**config.mk**
```make
export PLATFORM = sky130hd
export DESIGN_NAME = state_dump_unit
export DESIGN_NICKNAME = d
export VERILOG_FILES = /design/src/rtl/state_dump_unit.sv
export SDC_FILE = /design/constraint.sdc
export NUM_CORES = 1
export LEC_CHECK = 0
export ABC_AREA = 1
export CAP_MARGIN = 20
export CORE_MARGIN = 1
export CORE_UTILIZATION = 39
export DETAILED_ROUTE_END_ITERATION = 12
export PLACE_DENSITY = 0.85
export SLEW_MARGIN = 10
export SYNTH_ARGS = -nofsm -noshare
export SYNTH_HDL_FRONTEND = slang
export SYNTH_SLANG_ARGS = --single-unit
export TNS_END_PERCENT = 5
```
**constraint.sdc**
```tcl
create_clock -name clk -period 2 [get_ports clk]
set_input_delay 0.6 -clock clk [delete_from_list [all_inputs] [get_ports clk]]
set_output_delay 0.6 -clock clk [all_outputs]
set_load 0.01 [all_outputs]
```
**src/rtl/state_dump_unit.sv**
```systemverilog
// Debug dump responder: walks the register file, then a window of data memory,
// and streams each word out over a valid/ready port with a one-deep output register.
module state_dump_unit #(
  parameter int NUM_REGS  = 32,
  parameter int MEM_AW    = 10,
  parameter int MEM_BASE  = 0,
  parameter int MEM_WORDS = 16,
  parameter int DATA_W    = 32
) (
  input  logic              clk,
  input  logic              rst,
  input  logic              dump_req,
  output logic              busy,
  output logic              done,
  output logic [4:0]        rf_raddr,
  input  logic [DATA_W-1:0] rf_rdata,
  output logic [MEM_AW-1:0] dm_raddr,
  input  logic [DATA_W-1:0] dm_rdata,
  output logic              out_valid,
  input  logic              out_ready,
  output logic              out_src,
  output logic [MEM_AW-1:0] out_index,
  output logic [DATA_W-1:0] out_data
);

  // Walk index must count to whichever of the two phases is longer.
  localparam int IDX_W = ((MEM_AW > 5) ? MEM_AW : 5) + 1;
  localparam logic [IDX_W-1:0]  LAST_REG = IDX_W'(NUM_REGS - 1);
  localparam logic [IDX_W-1:0]  LAST_MEM = IDX_W'((MEM_WORDS == 0) ? 0 : MEM_WORDS - 1);
  localparam logic [MEM_AW-1:0] BASE     = MEM_AW'(MEM_BASE);

  typedef enum logic [1:0] {S_IDLE, S_REG, S_MEM, S_DRAIN} state_e;

  state_e              state_q, state_d;
  logic [IDX_W-1:0]    idx_q, idx_d;
  logic                valid_q, valid_d;
  logic                src_q, src_d;
  logic [MEM_AW-1:0]   index_q, index_d;
  logic [DATA_W-1:0]   data_q, data_d;
  logic                done_q, done_d;
  logic                load;
  logic [MEM_AW-1:0]   mem_addr;

  always_comb begin
    state_d  = state_q;
    idx_d    = idx_q;
    valid_d  = valid_q;
    src_d    = src_q;
    index_d  = index_q;
    data_d   = data_q;
    done_d   = 1'b0;
    rf_raddr = '0;
    dm_raddr = '0;
    mem_addr = BASE + idx_q[MEM_AW-1:0];
    load     = ((state_q == S_REG) || (state_q == S_MEM)) && (!valid_q || out_ready);

    if (valid_q && out_ready) valid_d = 1'b0;

    case (state_q)
      S_IDLE: begin
        if (dump_req) begin
          state_d = S_REG;
          idx_d   = '0;
        end
      end
      S_REG: begin
        rf_raddr = idx_q[4:0];
        if (load) begin
          data_d  = rf_rdata;
          src_d   = 1'b0;
          index_d = MEM_AW'(idx_q);
          valid_d = 1'b1;
          if (idx_q == LAST_REG) begin
            idx_d   = '0;
            state_d = (MEM_WORDS == 0) ? S_DRAIN : S_MEM;
          end else begin
            idx_d = idx_q + 1'b1;
          end
        end
      end
      S_MEM: begin
        // Window may run past the top of memory; the address wraps silently.
        dm_raddr = mem_addr;
        if (load) begin
          data_d  = dm_rdata;
          src_d   = 1'b1;
          index_d = mem_addr;
          valid_d = 1'b1;
          if (idx_q == LAST_MEM) state_d = S_DRAIN;
          else                   idx_d   = idx_q + 1'b1;
        end
      end
      S_DRAIN: begin
        if (valid_q && out_ready) begin
          done_d  = 1'b1;
          state_d = S_IDLE;
        end
      end
      default: state_d = S_IDLE;
    endcase
  end

  always_ff @(posedge clk) begin
    if (!rst) begin
      state_q <= S_IDLE;
      idx_q   <= '0;
      valid_q <= 1'b0;
      src_q   <= 1'b0;
      index_q <= '0;
      data_q  <= '0;
      done_q  <= 1'b0;
    end else begin
      state_q <= state_d;
      idx_q   <= idx_d;
      valid_q <= valid_d;
      src_q   <= src_d;
      index_q <= index_d;
      data_q  <= data_d;
      done_q  <= done_d;
    end
  end

  assign busy      = (state_q != S_IDLE);
  assign done      = done_q;
  assign out_valid = valid_q;
  assign out_src   = src_q;
  assign out_index = index_q;
  assign out_data  = data_q;

endmodule

```
# After elaboration in Yosys (flattened, before gate mapping)
# Cells that the tools add are included.
classes:
  n_addsub: 1
  eq_ne: 13
  n_mux: 27
  n_reduce_logical: 15
op_table:
  columns: ["op", "count"]
  rows:
  - ["$mux W32", 2]
  - ["$pmux W32 S2", 1]
  - ["$mux W11", 5]
  - ["$pmux W11 S3", 1]
  - ["$mux W10", 3]
  - ["$mux W2", 6]
  - ["$add A11 B1 Y11 const B", 1]
  - ["$eq A11 B4 Y1 const B", 1]
  - ["$eq A11 B5 Y1 const B", 1]
  - ["$ne A2 B2 Y1 const B", 5]
  - ["$pmux W2 S4", 1]
  - ["$mux W1", 6]
  - ["$ne A2 B1 Y1 const B", 3]
  - ["$reduce_and A6 Y1", 1]
  - ["$mux W5", 1]
  - ["$reduce_and A5 Y1", 1]
  - ["$eq A2 B2 Y1 const B", 2]
  - ["$reduce_and A2 Y1", 2]
  - ["$reduce_bool A2 Y1", 2]
  - ["$reduce_and A3 Y1", 1]
  - ["$reduce_bool A3 Y1", 1]
  - ["$eq A2 B1 Y1 const B", 1]
  - ["$logic_and A1 B1 Y1", 2]
  - ["$logic_not A2 Y1", 1]
  - ["4 further kinds", 5]
word_totals:
  reg_bits: 58
  input_bits: 68
  output_inout_bits: 61

# Longest topological paths before layout
depth:
  word_depth: 5
  ltp_mapped: 12

# Least setup slack after synthesis
# OpenSTA, ideal clock, no wires.
synth_timing:
  path_type: "register to output"
  startpoint: "register state_q[0]"
  endpoint: "output port dm_raddr[9]"
  arrival_time_ns: 1.401
  path_slack_ns: -0.001
  stages_incl_launch_ff: 8
  path_cell_list: "dfxtp_1 -> inv_1 -> ha_1 -> buf_2 -> buf_4 -> buf_2 -> nand2_1 -> inv_1"
synth_between:
  elab_chain_cells: 2
synth_lines:
  columns: ["element", "line_no", "source"]
  rows:
  - ["start, declared", "34", "state_e state_q, state_d;"]
  - ["start signal, assigned", "113", "state_q <= state_d;"]
  - ["$eq A2 B2 Y1", "59", "case (state_q)"]
  - ["$mux W10", "59", null]
  - ["end, declared", "17", "output logic [MEM_AW-1:0] dm_raddr,"]
# Every way passes these cells.

# Worst setup path in the final report
layout_timing:
  startpoint: "register state_q[0]"
  endpoint: "output port dm_raddr[8]"
# The elaborated chain is that of the path after synthesis.

==> run metrics <==
status finished clean; # clock sinks 58; CTS tree yes; Max VDD drop approximately 640 µV; Post-layout nets approximately 700; Final Hold Viols 0; Core Rows 32; Hold WC Path Type flip-flop to flip-flop; TritonRoute pass-1 iters 4; vias in the first global route 3362; busiest grt layer met2; routability cong. about 0.92; Total Routed Length 9490 µm; share of cells above drive strength 1 0.118; Place WS -159 ps; Static Leak 2.20 nW; final setup vio count 0; initial antenna violation count 0; sequential element share of the synthesized area 0.366; max-slew violation count 0; most frequent cells in the layout 160 x nand2_1, 112 x clkdlybuf4s50_1, 68 x inv_1, 56 x dfxtp_1, 47 x a21oi_1; RSZ-0062 raised after global routing yes; Synth warnings 0; CP Capture Type output pin; largest net degree at the start of global routing between 40 and 50; Die H between 90 and 100 µm; Max Clock Skew about 7.2 ps; flop-to-flop setup slack roughly 140 ps; maxcap violations 0; H-tree levels 3; Worst-path clk slew about 60 ps; GRT Total Usage 0.227; antenna viol nets, final 0; worst r2r src state_q[0]; core area between 7000 and 8000 µm²; root buffer cell clkbuf_8; Data required, critical path 1400 ps; CP Data Arrival Time 1330 ps; top_reg_cell synth dfxtp_1; syn_area_per_cell approximately 6.5 µm²; commonest non-fill, non-tap cell in the layout nand2_1; Via density 4.82; Synth area leaders dfxtp_1 37%, nand2_1 19%, inv_1 8.4%, a21oi_1 7.4%, o21ai_0 6.5%; Critical Path Start state_q[0]; max_slew headroom 0.808; CTS max path bufs 2; library cells used by synthesis 26; Ports ~130; Syn Std Cell Area between 3000 and 4000 µm²; initial DRC count roughly 100; met3 Track Usage GR 0.0489; #FFs+latches synth 58; reg2reg path depth 11; routed via count around 3500; syn_nets approximately 560; fin util 0.624; antenna cells 0; DIE WIDTH slightly above 90 µm; PnR worst setup slack 69.4 ps; DP Wirelength roughly 7000 µm; Tmin final just under 2000 ps; die footprint 8490 µm²; area leader, netlist dfxtp_1; # port buffers around 130; worst-path maximum fanout 7; Clock Latency Late Sink 330 ps; final-layout fill cell count 686; total CTS buffers 9; WL/cell 12.9 µm; cell count after synthesis around 500; post-route clock period utilization 0.965; Worst Hold Path EP out_data[5]; Starting Density 0.406; Worst-Margin Slew 287 ps; PD cells 1210 nW/µm²; crit path kind flip-flop to output pin; Layout area overhead 53.7%; met1 Track Usage GR 0.256; Residual DRC 0; gr ovfl total 0; cell count of the worst hold path 2; Reg2Reg Capture Point idx_q[3]; first-pass GRT wire length ~15000 µm; GRT met2 Usage 0.409; Yosys top cell area share 0.366; hold_sp out_data[5]; Max Fclk about 520 MHz; CP Launch Type flip-flop; Async SR Flop Fraction 0; Post-synth EDFFs 0
==> where the power goes <==
part / leakage [nW] / internal [mW] / switching [mW]
logic: 1.62 / 1.43 / 1.59
clock network: 0.101 / 0.643 / 0.444
registers: 0.474 / 1.55 / 0.219
==> kinds of logic (layout without fill, tap and decap cells) <==
family / Yosys count / in the layout / share of synthesized area
adders and majority gates: 7 / 7 / 0.0276
and+or+nand+nor: 231 / 231 / 0.320
AOI/OAI and AO/OA: 93 / 93 / 0.149
buffers and inverters: 100 / 244 / 0.137
DFF: 58 / 58 / 0.366
==> layout make-up <==
class                           instances  area, µm²  share of cell area
Clock inverter                          2       35.0             0.00719
Tap cell                              102        128              0.0262
Inverter                               75        287              0.0588
Clock buffer                           14        163              0.0334
Timing Repair Buffer                  153       1480               0.304
Multi-Input combinational cell        331       1610               0.330
Sequential cell                        58       1170               0.240
==> sequential cells by signal, summed over array words and instances (netlist names) <==
signal / flops
idx_q: 11
out_index: 10
out_data: 32
state_q: 2
out_valid: 1
out_src: 1
done: 1
==> worst max-delay path by stage <==
| stage | endpoint | cells after the start | slack, ps |
|---|---|---|---|
| floorplan | dm_raddr[9] | 7 | 50 |
| global placement | idx_q[3] | 12 | -110 |
| detailed placement | idx_q[5] | 12 | -160 |
| CTS | busy | 5 | 10 |
| global route | rf_raddr[3] | 5 | -30 |
| finish | dm_raddr[8] | 5 | 70 |
==> through the flow <==
step | TNS (ps) | std cells | hold slack (ps) | cell area, µm² | power, mW
after floorplan | 0 | 489 | 467 | 3170 | 3.34
after global placement | -1670 | 718 | 429 | 4640 | 4.59
after detailed placement | -3080 | 718 | 434 | 4640 | 4.71
after CTS | 0 | 735 | 443 | 4850 | 5.89
after global routing | -41.7 | 735 | 460 | 4870 | 6.28
final | 0 | 735 | 442 | 4870 | 5.87
==> metal layers <==
metal  vias up  share of wire  wire length, µm
li1       1778              -                -
met1      1611           0.41             3850
met2       132           0.51             4870
met3        20          0.063              594
met4         0          0.019              181
met5         -              0                0
==> repair_timing <==
item | CTS | global route
setup endpoints to repair | 51 | 27
gates resized for setup | 42 | 10
gates cloned | 0 | 0
setup buffers | 1 | 0
hold buffers | 0 | 0
==> cells in the mapped netlist (5+ instances only) <==
| master | count |
|---|---|
| a21oi_1 | 47 |
| buf_2 | 9 |
| buf_4 | 7 |
| clkbuf_1 | 7 |
| dfxtp_1 | 58 |
| ha_1 | 7 |
| inv_1 | 71 |
| nand2_1 | 160 |
| nand2_4 | 5 |
| nand3_1 | 11 |
| nand3_2 | 6 |
| nand4_1 | 5 |
| nor2_1 | 33 |
| nor2_2 | 5 |
| o21ai_0 | 41 |
==> worst max-delay path: stages (launching register included) <==
cell	delay (ps)
dfxtp_4	370
inv_4	60
ha_4	190
nand2_1	60
inv_1	50
dlygate4sd2_1	260
No activity file was read; power rests on OpenSTA's default activity.
